===== config.mk =====
export PLATFORM = sky130hd
export DESIGN_NAME = spi_tx_master
export DESIGN_NICKNAME = d
export VERILOG_FILES = /design/src/rtl/spi_tx_master.sv
export SDC_FILE = /design/constraint.sdc
export NUM_CORES = 1
export LEC_CHECK = 0
export CAP_MARGIN = 5
export CORE_ASPECT_RATIO = 1.75
export CORE_UTILIZATION = 50
export DETAILED_ROUTE_END_ITERATION = 12
export GPL_TIMING_DRIVEN = 0
export PLACE_DENSITY = 0.71
export SKIP_CTS_REPAIR_TIMING = 1
export SLEW_MARGIN = 30
export SYNTH_ARGS = -nofsm -noshare
export SYNTH_HDL_FRONTEND = slang
export SYNTH_SLANG_ARGS = --single-unit

===== constraint.sdc =====
create_clock -name clk -period 2.4 [get_ports clk]
set_clock_uncertainty 0.1 [all_clocks]
set_input_delay 0.24 -clock clk [delete_from_list [all_inputs] [get_ports clk]]
set_output_delay 0.24 -clock clk [all_outputs]
set_load 0.01 [all_outputs]

===== src/rtl/spi_tx_master.sv =====
// SPI mode 0 master transmitter: valid/ready words are framed by SS and shifted out MSB first.
// Every SPI pin is a flop output; SCLK is clk divided by 2*P_CLK_DIV.
module spi_tx_master #(
  parameter int unsigned P_DATA_WIDTH = 8,
  parameter int unsigned P_CLK_DIV    = 10,
  parameter int unsigned P_CS_IDLE    = 100
) (
  input  logic                    clk,
  input  logic                    rst_n,
  input  logic [P_DATA_WIDTH-1:0] tx_data,
  input  logic                    tx_valid,
  input  logic                    tx_last,
  output logic                    tx_ready,
  output logic                    busy,
  output logic                    done,
  output logic                    SPI0_SCLK_I,
  output logic                    SPI0_SS_I,
  output logic                    SPI0_MISO_I
);

  localparam int unsigned DivW = $clog2(P_CLK_DIV);
  localparam int unsigned BitW = $clog2(P_DATA_WIDTH + 1);
  localparam int unsigned GapW = $clog2(P_CS_IDLE + 1);

  localparam logic [DivW-1:0] DivLast = DivW'(P_CLK_DIV - 1);
  localparam logic [BitW-1:0] BitFull = BitW'(P_DATA_WIDTH);
  localparam logic [GapW-1:0] GapLast = GapW'(P_CS_IDLE - 1);

  typedef enum logic [2:0] {
    StIdle,
    StSetup,
    StShift,
    StWait,
    StHold,
    StGap
  } state_e;

  state_e                  state_q, state_d;
  logic [DivW-1:0]         div_q, div_d;
  logic [BitW-1:0]         bit_q, bit_d;
  logic [GapW-1:0]         gap_q, gap_d;
  logic [P_DATA_WIDTH-1:0] shift_q, shift_d;
  logic                    last_q, last_d;
  logic                    sclk_q, sclk_d;
  logic                    ss_q, ss_d;
  logic                    miso_q, miso_d;
  logic                    done_q, done_d;
  logic                    init_q;

  logic div_term;
  logic word_end;
  logic hs;

  assign div_term = (div_q == DivLast);
  // Last high-SCLK cycle of a word; the following falling edge may chain the next word.
  assign word_end = (state_q == StShift) && sclk_q && div_term && (bit_q == BitFull);

  always_comb begin
    tx_ready = 1'b0;
    unique case (state_q)
      StIdle:  tx_ready = init_q;
      StWait:  tx_ready = 1'b1;
      StShift: tx_ready = word_end && !last_q;
      default: tx_ready = 1'b0;
    endcase
  end

  assign hs   = tx_valid && tx_ready;
  assign busy = (state_q != StIdle);

  always_comb begin
    state_d = state_q;
    div_d   = div_q;
    bit_d   = bit_q;
    gap_d   = gap_q;
    shift_d = shift_q;
    last_d  = last_q;
    sclk_d  = sclk_q;
    ss_d    = ss_q;
    miso_d  = miso_q;
    done_d  = 1'b0;

    unique case (state_q)
      StIdle: begin
        ss_d   = 1'b1;
        sclk_d = 1'b0;
        miso_d = 1'b0;
        if (hs) begin
          shift_d = tx_data << 1;
          miso_d  = tx_data[P_DATA_WIDTH-1];
          last_d  = tx_last;
          ss_d    = 1'b0;
          div_d   = '0;
          bit_d   = '0;
          state_d = StSetup;
        end
      end

      StSetup: begin
        if (div_term) begin
          // This rising edge is bit 0's, so the bit count starts at one.
          sclk_d  = 1'b1;
          div_d   = '0;
          bit_d   = BitW'(1);
          state_d = StShift;
        end else begin
          div_d = div_q + DivW'(1);
        end
      end

      StShift: begin
        if (!div_term) begin
          div_d = div_q + DivW'(1);
        end else begin
          div_d  = '0;
          sclk_d = !sclk_q;
          if (!sclk_q) begin
            bit_d = bit_q + BitW'(1);
          end else if (bit_q < BitFull) begin
            miso_d  = shift_q[P_DATA_WIDTH-1];
            shift_d = shift_q << 1;
          end else if (last_q) begin
            miso_d  = 1'b0;
            state_d = StHold;
          end else if (hs) begin
            shift_d = tx_data << 1;
            miso_d  = tx_data[P_DATA_WIDTH-1];
            last_d  = tx_last;
            bit_d   = '0;
          end else begin
            miso_d  = 1'b0;
            state_d = StWait;
          end
        end
      end

      StWait: begin
        sclk_d = 1'b0;
        if (hs) begin
          shift_d = tx_data << 1;
          miso_d  = tx_data[P_DATA_WIDTH-1];
          last_d  = tx_last;
          div_d   = '0;
          bit_d   = '0;
          state_d = StSetup;
        end
      end

      StHold: begin
        if (div_term) begin
          ss_d    = 1'b1;
          done_d  = 1'b1;
          gap_d   = '0;
          div_d   = '0;
          state_d = StGap;
        end else begin
          div_d = div_q + DivW'(1);
        end
      end

      StGap: begin
        if (gap_q == GapLast) begin
          div_d   = '0;
          bit_d   = '0;
          state_d = StIdle;
        end else begin
          gap_d = gap_q + GapW'(1);
        end
      end

      default: begin
        ss_d    = 1'b1;
        sclk_d  = 1'b0;
        miso_d  = 1'b0;
        state_d = StIdle;
      end
    endcase
  end

  always_ff @(posedge clk or negedge rst_n) begin
    if (!rst_n) begin
      state_q <= StIdle;
      div_q   <= '0;
      bit_q   <= '0;
      gap_q   <= '0;
      shift_q <= '0;
      last_q  <= 1'b0;
      sclk_q  <= 1'b0;
      ss_q    <= 1'b1;
      miso_q  <= 1'b0;
      done_q  <= 1'b0;
      init_q  <= 1'b0;
    end else begin
      state_q <= state_d;
      div_q   <= div_d;
      bit_q   <= bit_d;
      gap_q   <= gap_d;
      shift_q <= shift_d;
      last_q  <= last_d;
      sclk_q  <= sclk_d;
      ss_q    <= ss_d;
      miso_q  <= miso_d;
      done_q  <= done_d;
      init_q  <= 1'b1;
    end
  end

  assign done        = done_q;
  assign SPI0_SCLK_I = sclk_q;
  assign SPI0_SS_I   = ss_q;
  assign SPI0_MISO_I = miso_q;

endmodule


## Word level (Yosys, flattened, before mapping)

Index checks and enable logic that the tools add are counted.

- Bits in registers: 32
- Bits of input ports: 12
- Output and inout port bits: 6
- Logic and storage cells: 118

- $add $sub $neg: 3
- Order comparisons: 1
- Equality and inequality tests: 21
- Mux-type cells: 52
- Bitwise operators: 3
- Reductions and logical operators: 27

Operator list:

| operator | count |
|---|---|
| 8-bit 2-to-1 mux | 5 |
| 4-bit 2-to-1 mux | 9 |
| 3-bit 2-to-1 mux | 9 |
| 1-bit 2-to-1 mux | 17 |
| 2-bit inequality test (second input constant) | 8 |
| 4-bit one-hot mux with 4 select lines | 1 |
| 8-bit one-hot mux with 2 select lines | 1 |
| 3-bit one-hot mux with 5 select lines | 1 |
| 7-bit 2-to-1 mux | 2 |
| 7-bit one-hot mux with 2 select lines | 1 |
| 4-bit one-hot mux with 3 select lines | 1 |
| 3-bit inequality test (second input constant) | 3 |
| 1-bit one-hot mux with 3 select lines | 3 |
| 3-bit AND reduction | 3 |
| 4-bit by 1-bit adder with 4-bit output (second input constant) | 2 |
| 4-bit == test (second input constant) | 2 |
| 4-bit AND reduction | 2 |
| 8-bit AND reduction | 1 |
| 7-bit by 1-bit adder with 7-bit output (second input constant) | 1 |
| 7-bit == test (second input constant) | 1 |
| 3-bit by 2-bit == test with 1-bit output (second input constant) | 2 |
| 3-bit == test (second input constant) | 2 |
| 6-bit AND reduction | 1 |
| 3-bit nonzero test | 2 |
| 17 further kinds | 27 |

## Longest topological paths before layout

Gate-level depths: netlist of run 1.

- Word-level depth: 13
- Depth in mapped cells: 9
- Depth with buffers taken out: 8

## Least setup slack after synthesis of run 1

No wires, ideal clock.

- Path kind: register -> register
- Start point: register div_q[1]
- End point: register shift_q[1]
- Setup time: 0.077 ns
- Arrival: 1.734 ns
- Required time: 2.223 ns
- Setup slack: 0.488 ns
- Cell stages (with the launch flop): 10
- Buffers on the path: 1
- Period minus slack after synthesis: 1.912 ns
- Cells stage by stage: dfrtp_1 > inv_1 > ha_1 > and3b_1 > buf_4 > a31oi_1 > nor3_2 > a21boi_4 > nor2_1 > a21oi_1

- Word-level cells in the longest chain between the ends: 12
- Elaborated cells between the ends (all ways): 14
- Those cells by class: 2 x eq/ne; 7 x mux; 5 x reduce/logical

Ends and longest elaborated chain:

| item | RTL line | RTL |
|---|---|---|
| from (decl) | 39 | `logic [DivW-1:0] div_q, div_d;` |
| from (signal assigned) | 195 | `div_q <= div_d;` |
| 4-bit == test * | 54 | `assign div_term = (div_q == DivLast);` |
| 1-bit logical AND (2 in a row) | 56 | `assign word_end = (state_q == StShift) && sclk_q && div_term && (bit_q == BitFull);` |
| 1-bit logical AND | 63 | `StShift: tx_ready = word_end && !last_q;` |
| 1-bit one-hot mux with 3 select lines | 60 | `unique case (state_q)` |
| 1-bit logical AND | 68 | `assign hs = tx_valid && tx_ready;` |
| 8-bit 2-to-1 mux (5 in a row) | n/a |  |
| 8-bit one-hot mux with 2 select lines | n/a |  |
| to (signal assigned) | 198 | `shift_q <= shift_d;` |
| to (decl) | 42 | `logic [P_DATA_WIDTH-1:0] shift_q, shift_d;` |

Mark *: on every way between the ends. The rest lies on a longest branch, timed or not. The select of a mux whose other input is x is not followed.
A chain may end at the register's enable or synchronous reset.

## Final worst setup path of run 1

- Start point: register div_q[1]
- End point: register bit_q[2]

- Word-level cells in the longest chain between the ends: 12
- Elaborated cells between the ends (all ways): 15
- Those cells by class: 3 x eq/ne; 7 x mux; 5 x reduce/logical

Ends and longest elaborated chain:

| item | RTL line | RTL |
|---|---|---|
| 4-bit == test * | 54 |  |
| 1-bit logical AND (2 in a row) | 56 |  |
| 1-bit logical AND | 63 |  |
| 1-bit one-hot mux with 3 select lines | 60 |  |
| 1-bit logical AND | 68 |  |
| 4-bit 2-to-1 mux (5 in a row) | n/a |  |
| 4-bit one-hot mux with 4 select lines | n/a |  |
| to (signal assigned) | 196 | `bit_q <= bit_d;` |
| to (decl) | 40 | `logic [BitW-1:0] bit_q, bit_d;` |

Marks and branches as above.

==> results.json, run 1 <==
{
  "outcome": "completed",
  "die_width_um": 48.5,
  "path_cells": "inv_1 > ha_1 > and3b_1 > buf_4 > o21ai_0 > a21oi_1 > o21ai_0 > mux2_2 > o32ai_1",
  "leakagePower_uw": 0.000957,
  "worst_pin_slew_ns": 0.724,
  "synth_warnings": 0,
  "total_power_uw": 2450,
  "clk_latency_ns": 0.28,
  "grt_pass1_wl_um": 8210,
  "fin_tns_setup_ns": 0,
  "hp-class": "input port to flip-flop",
  "syn-instance-count": 208,
  "via_per_inst": 6.08,
  "dp.cells": 271,
  "area_growth_pct": 17.9,
  "instances_no_fill": 280,
  "syn_avg_cell_area_um2": 9.08,
  "fmax_mhz": 457,
  "endpoint_kind": "flip-flop",
  "antenna_found_initial": 0,
  "final.period_utilization": 0.912,
  "core.rowCount": 29,
  "slew_headroom": 0.517,
  "initial_core_util": 0.521,
  "async_flop_share": 1.00,
  "drv_slew": 0,
  "ir_drop_mv": 0.885,
  "path_buf_inv": 2,
  "layout_common_cells": "31 x dfrtp_1, 23 x a21oi_1, 20 x nor2_1",
  "root_buffer": "clkbuf_8",
  "ant_nets": 0,
  "die_area_um2": 4040,
  "cp.arrival_ns": 2.26,
  "slowest_stage": "dfrtp_1",
  "vias": 1702,
  "layout.nets": 250,
  "max-cap-violations": 0,
  "cts-htree-levels": 2,
  "synth_edf_count": 0,
  "slowest_delay_ns": 0.40,
  "fin_crit_ns": 2.19,
  "layout_commonest_cell": "dfrtp_1",
  "synthDistinctLibCells": 56,
  "final_area_um2": 2230,
  "avgRoutedWirePerCell_um": 17.0,
  "grt_overflow": 0,
  "rr_worst_depth": 9,
  "crit_family": "compound AO/OA/AOI/OAI gates",
  "yosys_most_used_dff": "dfrtp_1",
  "grt_util_all_layers": 0.264,
  "critPathMaxFanout": 10,
  "dp_slack_ns": 0.118,
  "hold_violations": 0,
  "grt_max_degree": 33,
  "cpMostUsedCell": "o21ai_0",
  "grt_pass1_vias": 1727,
  "drc_errors": 0,
  "cts_made_buffers": 5,
  "cts_tree": "done",
  "required_ns": 2.48,
  "hpwl_um": 3490,
  "cp-start-kind": "flip-flop",
  "first_pass_iters": 4,
  "synth_seq_area_share": 0.425,
  "wirelength_um": 4760,
  "clk_pin_slew_ns": 0.07,
  "path_depth": 9,
  "gp_congestion": 0.840,
  "syn-num-nets": 225,
  "critPathKind": "flip-flop to flip-flop",
  "cts_buffer_depth": 2,
  "rsz0062_at_grt": "false",
  "synth_area_um2": 1890,
  "whs_path_depth": 3,
  "powerDensity_nw_per_um2": 1100,
  "io_pins": 18,
  "drt_iter0_markers": 55,
  "drive_gt1_frac": 0.111,
  "setup_viol_count_final": 0,
  "die_h_um": 83.3,
  "cts.sinks": 32,
  "synth_seq_cells": 32,
  "io_buffers": 17,
  "setup_ws_ns": 0.212,
  "dpl_cell_area_um2": 2110,
  "fp.coreArea_um2": 3630,
  "antenna_cells": 0
}
## through the flow
stage / hold WS, ns / util
after detailed placement: 0.244 / 0.582
after global routing: 0.410 / 0.614
final: 0.397 / 0.614
after floorplan: -0.156 / -
after global placement: 0.385 / 0.583
after CTS: -0.0640 / 0.609
## per-layer routing
layer	vias to the layer above	routed length, um	part of all wire	track usage
met3	13	227	0.048	0.0531
li1	807	-	-	-
met4	0	166	0.035	0.136
met1	816	1790	0.38	0.307
met2	66	2580	0.54	0.449
met5	-	0	0	0
## worst reg2reg max path: cells and delay by family, from the launching register on
family	cells	cell delay, ns
AOI/OAI and AO/OA	4	0.69
DFF	1	0.40
buffers and inverters	2	0.27
muxes	1	0.27
adders and majority gates	1	0.18
and+or+nand+nor	1	0.18
## cells in the mapped netlist, types with 2 or more instances
library cell  count  area (um2)
clkbuf_1          4        15.0
a22oi_1           2        15.0
a31oi_1           2        12.5
o21ai_0           9        45.0
nor2_1           20        75.1
inv_1            11        41.3
buf_2             3        15.0
ha_1              5        62.6
xor2_1            3        26.3
nand2_1          12        45.0
and3_1            5        31.3
mux2i_1           2        20.0
nor2b_1           4        25.0
o211ai_1          4        30.0
or2_2             3        18.8
nand2b_1          3        18.8
dfrtp_1          31         776
a21oi_1          23         115
nor3_1            3        15.0
nand3_1           7        35.0
xnor2_1           4        35.0
o22ai_1          13        81.3
and2_1            2        12.5
## kinds of logic (layout without fill, tap and decap cells)
family          count (synthesis)  in the layout  share of synthesized area
compound gates                 70             70                      0.250
buf+inv                        21             47                     0.0497
other cells                     1              1                    0.00198
simple gates                   69             69                      0.191
flops                          32             32                      0.425
fa+ha+maj                       5              5                     0.0331
mux                             3              3                     0.0166
xor+xnor                        7              7                     0.0325
## final cells by class
class,instances,area [um2]
repair buffers,18,178
fillers,308,1400
plain buffers,10,52.6
inverters,11,41.3
flip-flops and latches,32,802
well taps,46,57.6
multi-input cells,155,1000
clock buffers,6,82.6
clock inverters,2,15.0
## state kept, by name (all words and copies together), names as in the netlist
| name | flops |
|---|---|
| SPI0_SCLK_I | 1 |
| shift_q | 8 |
| div_q | 4 |
| init_q | 1 |
| state_q | 3 |
| SPI0_SS_I | 1 |
| bit_q | 4 |
| SPI0_MISO_I | 1 |
| done | 1 |
| gap_q | 7 |
| last_q | 1 |
## power by group
part           switching (uW)  leakage, uW  internal, uW
Sequential                112     0.000402           686
Clock                     209    0.0000434           232
Combinational             701     0.000512           509
## final timing paths
kind | endpoint | slack (ns) | from
max reg2reg | bit_q[2]$_DFFE_PN0P_ | 0.21 | div_q[1]$_DFFE_PN0P_
min | last_q$_DFFE_PN0P_ | 0.40 | tx_last
max | bit_q[2]$_DFFE_PN0P_ | 0.21 | div_q[1]$_DFFE_PN0P_
min reg2reg | gap_q[0]$_DFFE_PN0P_ | 0.42 | gap_q[0]$_DFFE_PN0P_
min in group asynchronous | SPI0_SCLK_I$_DFFE_PN0P_ | 0.45 | rst_n
max in group asynchronous | div_q[1]$_DFFE_PN0P_ | 1.28 | rst_n
Power figures use the tool's default switching activity.
==> run 2, diff against run 1 <==
REMOVE_ABC_BUFFERS = 1   (was unset)
==> run 2 against run 1 <==
Against the previous run:
- sequential cell count did not move
- non-clock buffer count shrank 5
- hold slack lost 0.079 ns
- register-to-register slack worse by 0.02 ns
- design area is 0.22% higher
- critical endpoint is now tx_ready
==> results.json, run 2 (synthesis results as in run 1) <==
{
  "dp.cells": 262,
  "rrSetupSlack_ns": 0.19,
  "fp.coreArea_um2": 3630,
  "layout_common_cells": "28 x dfrtp_1, 23 x a21oi_1, 20 x nor2_1",
  "required_ns": 2.06,
  "antenna_found_initial": 0,
  "setup_viol_count_final": 0,
  "drc_errors": 0,
  "drv_slew": 0,
  "endpoint_kind": "output pin",
  "cts_buffer_depth": 2,
  "io_pins": 18,
  "instances_no_fill": 274,
  "die_area_um2": 4040,
  "avgRoutedWirePerCell_um": 15.6,
  "path_buf_inv": 2,
  "via_per_inst": 5.98,
  "die_h_um": 83.3,
  "ant_nets": 0,
  "initial_core_util": 0.521,
  "fmax_mhz": 449,
  "grt_util_all_layers": 0.230,
  "clk_pin_slew_ns": 0.06,
  "drive_gt1_frac": 0.127,
  "hp-class": "input port to async pin",
  "final_area_um2": 2230,
  "worst_pin_slew_ns": 0.503,
  "cp.arrival_ns": 1.89,
  "final.period_utilization": 0.927,
  "gp_congestion": 0.928,
  "max-cap-violations": 0,
  "rr_worst_depth": 9,
  "grt_pass1_vias": 1562,
  "dpl_cell_area_um2": 2090,
  "cts_tree": "done",
  "timing.hold.ws_ns": 0.318,
  "grt_max_degree": 24,
  "hpwl_um": 3070,
  "outcome": "completed",
  "fin_crit_ns": 2.23,
  "total_power_uw": 2340,
  "vias": 1639,
  "critPathKind": "flip-flop to output pin",
  "critPathMaxFanout": 6,
  "root_buffer": "clkbuf_8",
  "drt_iter0_markers": 68,
  "cts.sinks": 32,
  "slew_headroom": 0.664,
  "cts-htree-levels": 2,
  "cts_made_buffers": 5,
  "layout_commonest_cell": "dfrtp_1",
  "slowest_delay_ns": 0.40,
  "leakagePower_uw": 0.000958,
  "largest_register_ffs": 8,
  "hold_violations": 0,
  "io_buffers": 17,
  "cp-start-kind": "flip-flop",
  "wirelength_um": 4270,
  "reg.largest.list": "shift_q x8, gap_q x7",
  "path_cells": "inv_1 > ha_1 > and3b_2 > and4_1 > o21ai_0 > a21oi_1 > dlymetal6s2s_1",
  "grt_overflow": 0,
  "die_width_um": 48.5,
  "fill_cells": 315,
  "ir_drop_mv": 0.749,
  "layout.nets": 245,
  "crit_family": "simple AND/OR/NAND/NOR gates",
  "core.rowCount": 29,
  "path_depth": 7,
  "clk_latency_ns": 0.28,
  "powerDensity_nw_per_um2": 1050,
  "grt_pass1_wl_um": 7200,
  "area_growth_pct": 18.2,
  "antenna_cells": 0,
  "top_register": "shift_q",
  "slowest_stage": "dfrtp_1",
  "first_pass_iters": 4
}
run 2: cell count changes in the layout (fill, tap and decap cells not counted), moves of 2 or more:
cell        previous run  this run
buf_2                  4         1
clkbuf_1               4         1
dfrtp_1               31        28
buf_4                  1         4
clkinvlp_4             2         0
dfrtp_2                0         3
run 2: cell type report:
type,instances,area (um2),share of cell area
Timing Repair Buffer,23,235,0.105
Clock inverter,1,5.00,0.00224
Clock buffer,6,72.6,0.0325
Sequential cell,32,806,0.361
Tap cell,46,57.6,0.0258
Inverter,11,41.3,0.0185
Multi-Input combinational cell,155,1020,0.455
run 2: path summary, 6_finish.rpt:
kind | startpoint | to
min in group clk | gap_q[0]$_DFFE_PN0P_ | gap_q[0]$_DFFE_PN0P_
hold / removal | rst_n | SPI0_SCLK_I$_DFFE_PN0P_
setup reg to reg | div_q[1]$_DFFE_PN0P_ | shift_q[2]$_DFFE_PN0P_
max in group asynchronous | rst_n | SPI0_SS_I$_DFFE_PN1P_
setup / recovery | div_q[1]$_DFFE_PN0P_ | tx_ready
hold reg to reg | gap_q[0]$_DFFE_PN0P_ | gap_q[0]$_DFFE_PN0P_
run 2: per-stage QoR:
stage / worst slack (ns) / util / TNS [ns]
2_1_floorplan: 0.265 / - / 0
3_3_place_gp: -0.127 / 0.569 / -0.840
3_5_place_dp: -0.135 / 0.575 / -1.23
4_1_cts: -0.420 / 0.597 / -1.50
5_1_grt: -0.00179 / 0.616 / -0.00179
6_report: 0.174 / 0.616 / 0
run 2: power breakdown:
part           switching, uW  internal (uW)
registers                187            689
clock network            181            197
logic                    599            492
total                    966           1380
run 2: layer usage:
metal	wire length, um	vias up	global-route usage
met5	0	-	0
met4	104	0	0.0882
met3	151	10	0.0385
met2	2310	44	0.420
met1	1700	795	0.261
li1	-	790	-
==> run 3, diff against run 2 <==
ABC_AREA = 1   (was unset)
CORE_UTILIZATION = 25   (was 50)
PLACE_DENSITY = unset   (was 0.71)
SKIP_LAST_GASP = 1   (was unset)
==> run 3 against run 2 <==
Against the previous run:
- hold slack improved by 0.017 ns
- register-to-register slack gained 0.11 ns
- critical path depth down 1
- utilization is 29 points lower
- sequential cell count unchanged
- maximum frequency is 3.9% lower
- synthesized cell count rose by 17%
- global-route usage is 11 points lower
- critical endpoint unchanged
- largest power group is now clock
- highest routed layer unchanged
==> results.json, run 3 <==
{
  "ant_nets": 0,
  "p_switching_uw": 248,
  "antenna_found_initial": 0,
  "critPathKind": "flip-flop to output pin",
  "grt_pass1_vias": 1683,
  "clk_latency_ns": 0.28,
  "total_power_uw": 1360,
  "antenna_cells": 0,
  "synthTopCellsByCount": "46 x nand2_1, 36 x inv_1, 31 x dfrtp_1, 19 x o21ai_0",
  "layout.nets": 287,
  "grt_util_all_layers": 0.120,
  "max-cap-violations": 0,
  "fp.coreArea_um2": 7620,
  "fmax_mhz": 432,
  "final_area_um2": 2500,
  "cp.arrival_ns": 1.98,
  "setup_ws_ns": 0.0832,
  "synth_warnings": 0,
  "layout_commonest_cell": "nand2_1",
  "top_register": "shift_q",
  "avgRoutedWirePerCell_um": 11.9,
  "syn_avg_cell_area_um2": 8.11,
  "synth_seq_area_share": 0.405,
  "outcome": "completed",
  "first_pass_iters": 4,
  "ir_drop_mv": 0.402,
  "vias": 1626,
  "wirelength_um": 4280,
  "powerDensity_nw_per_um2": 542,
  "cts_made_buffers": 5,
  "fin_tns_setup_ns": 0,
  "slowest_stage": "clkdlybuf4s50_1",
  "grt_max_degree": 18,
  "cts_tree": "done",
  "drt_iter0_markers": 30,
  "hp-class": "input port to async pin",
  "cts.sinks": 32,
  "layout_common_cells": "46 x nand2_1, 36 x inv_1, 31 x dfrtp_1",
  "seqPwrFrac": 0.401,
  "synth_top_area_frac": 0.392,
  "dp_slack_ns": 0.110,
  "gp_congestion": 0.850,
  "drv_slew": 0,
  "critPathMaxFanout": 8,
  "root_buffer": "clkbuf_16",
  "path_cells": "clkinv_4 > nand3_4 > nor2_4 > nand3_2 > nand2_4 > clkdlybuf4s50_1",
  "clk_pin_slew_ns": 0.05,
  "power.share.switching": 0.183,
  "synthDistinctLibCells": 36,
  "post-synth-top-count-cell": "nand2_1",
  "synth_area_um2": 1980,
  "synth_area_leader_cell": "dfrtp_1",
  "p_int_uw": 1110,
  "die_area_um2": 8290,
  "via_per_inst": 4.53,
  "core.rowCount": 42,
  "async_flop_share": 1.00,
  "io_pins": 18,
  "hold_violations": 0,
  "io_buffers": 17,
  "area_growth_pct": 26.5,
  "endpoint_kind": "output pin",
  "cts-htree-levels": 2,
  "cts_buffer_depth": 2,
  "synth_edf_count": 0,
  "syn-instance-count": 244,
  "die_h_um": 120,
  "rsz0062_at_grt": "true",
  "die_width_um": 69.3,
  "synth_seq_cells": 32,
  "grt_pass1_wl_um": 7680,
  "slowest_delay_ns": 0.53,
  "finalCoreUtilization": 0.329,
  "largest_register_ffs": 8,
  "required_ns": 2.06,
  "fill_cells": 797,
  "initial_core_util": 0.260,
  "p_comb_frac": 0.028,
  "dpl_cell_area_um2": 2250,
  "reg.largest.list": "shift_q x8, gap_q x7",
  "grt_overflow": 0,
  "cp-start-kind": "flip-flop",
  "drive_gt1_frac": 0.181,
  "yosys_most_used_dff": "dfrtp_1",
  "drc_errors": 0,
  "leakagePower_uw": 0.00116,
  "final.period_utilization": 0.965,
  "ys_top_cells_by_area": "dfrtp_1 39%, nand2_1 8.7%, inv_1 6.8%",
  "setup_viol_count_final": 0,
  "pwr-share-clk": 0.571,
  "fin_crit_ns": 2.32,
  "hpwl_um": 3310
}
## run 3: cell count changes after synthesis, sizes merged, moves of 4 or more
| cell | previous run | this run |
|---|---|---|
| o22ai | 13 | 4 |
| o211ai | 4 | 9 |
| o21ai | 9 | 26 |
| nand2 | 12 | 54 |
| inv | 11 | 42 |
| clkbuf | 4 | 0 |
| xnor2 | 4 | 0 |
| nor2b | 4 | 0 |
| and3 | 5 | 1 |
| nand3 | 7 | 19 |
| a21oi | 23 | 5 |
## run 3: routing by layer
metal / vias up / global-route usage / routed length [um]
met5: - / 0 / 0
met4: 0 / 0.0906 / 138
met3: 12 / 0.0277 / 115
met2: 25 / 0.200 / 2280
met1: 750 / 0.130 / 1750
li1: 839 / - / -
## run 3: cell families after synthesis
logic type / share of synthesized area
and+or+nand+nor: 0.266
AOI/OAI and AO/OA: 0.171
xor gates and xnor gates: 0.0265
buffers and inverters: 0.0980
other: 0.00189
adders and majority gates: 0.0316
DFF: 0.405
## run 3: critical path: cells and delay by family (launching register included)
| family | cells | cell delay, ns |
|---|---|---|
| DFF | 1 | 0.51 |
| buffers and inverters | 2 | 0.67 |
| and+or+nand+nor | 4 | 0.50 |
## run 3: final timing paths
path | startpoint | end | slack [ns] | cells past startpoint
min reg2reg | SPI0_MISO_I$_DFFE_PN0P_ | SPI0_MISO_I$_DFFE_PN0P_ | 0.39 | 2
max in group asynchronous | rst_n | SPI0_SS_I$_DFFE_PN1P_ | 1.36 | 3
min in group clk | SPI0_MISO_I$_DFFE_PN0P_ | SPI0_MISO_I$_DFFE_PN0P_ | 0.39 | 2
min | rst_n | SPI0_SCLK_I$_DFFE_PN0P_ | 0.33 | 2
max reg2reg | state_q[2]$_DFFE_PN0P_ | shift_q[6]$_DFFE_PN0P_ | 0.30 | 10
max | state_q[2]$_DFFE_PN0P_ | tx_ready | 0.08 | 6
## run 3: stage by stage
step	hold slack (ns)	cells
2_1_floorplan	-0.156	241
3_5_place_dp	0.107	347
3_3_place_gp	0.375	346
4_1_cts	-0.197	355
6_report	0.334	359
5_1_grt	0.374	359
## run 3: area by class of cell
cell class / instances / area [um2] / area share
Clock buffer: 7 / 153 / 0.0609
Timing Repair Buffer: 22 / 250 / 0.0999
Sequential cell: 32 / 802 / 0.320
Multi-Input combinational cell: 166 / 993 / 0.397
Inverter: 43 / 166 / 0.0664
Clock inverter: 1 / 30.0 / 0.0120
Tap cell: 88 / 110 / 0.0440
## run 3: power groups by stage
stage | Sequential [uW] | Combinational [uW] | Clock (uW)
after detailed placement | 553 | 38.5 | 0
after floorplan | 553 | 1.74 | 0
final | 543 | 38.1 | 775
after global routing | 543 | 43.3 | 825
after global placement | 553 | 33.4 | 0
after CTS | 543 | 38.7 | 802
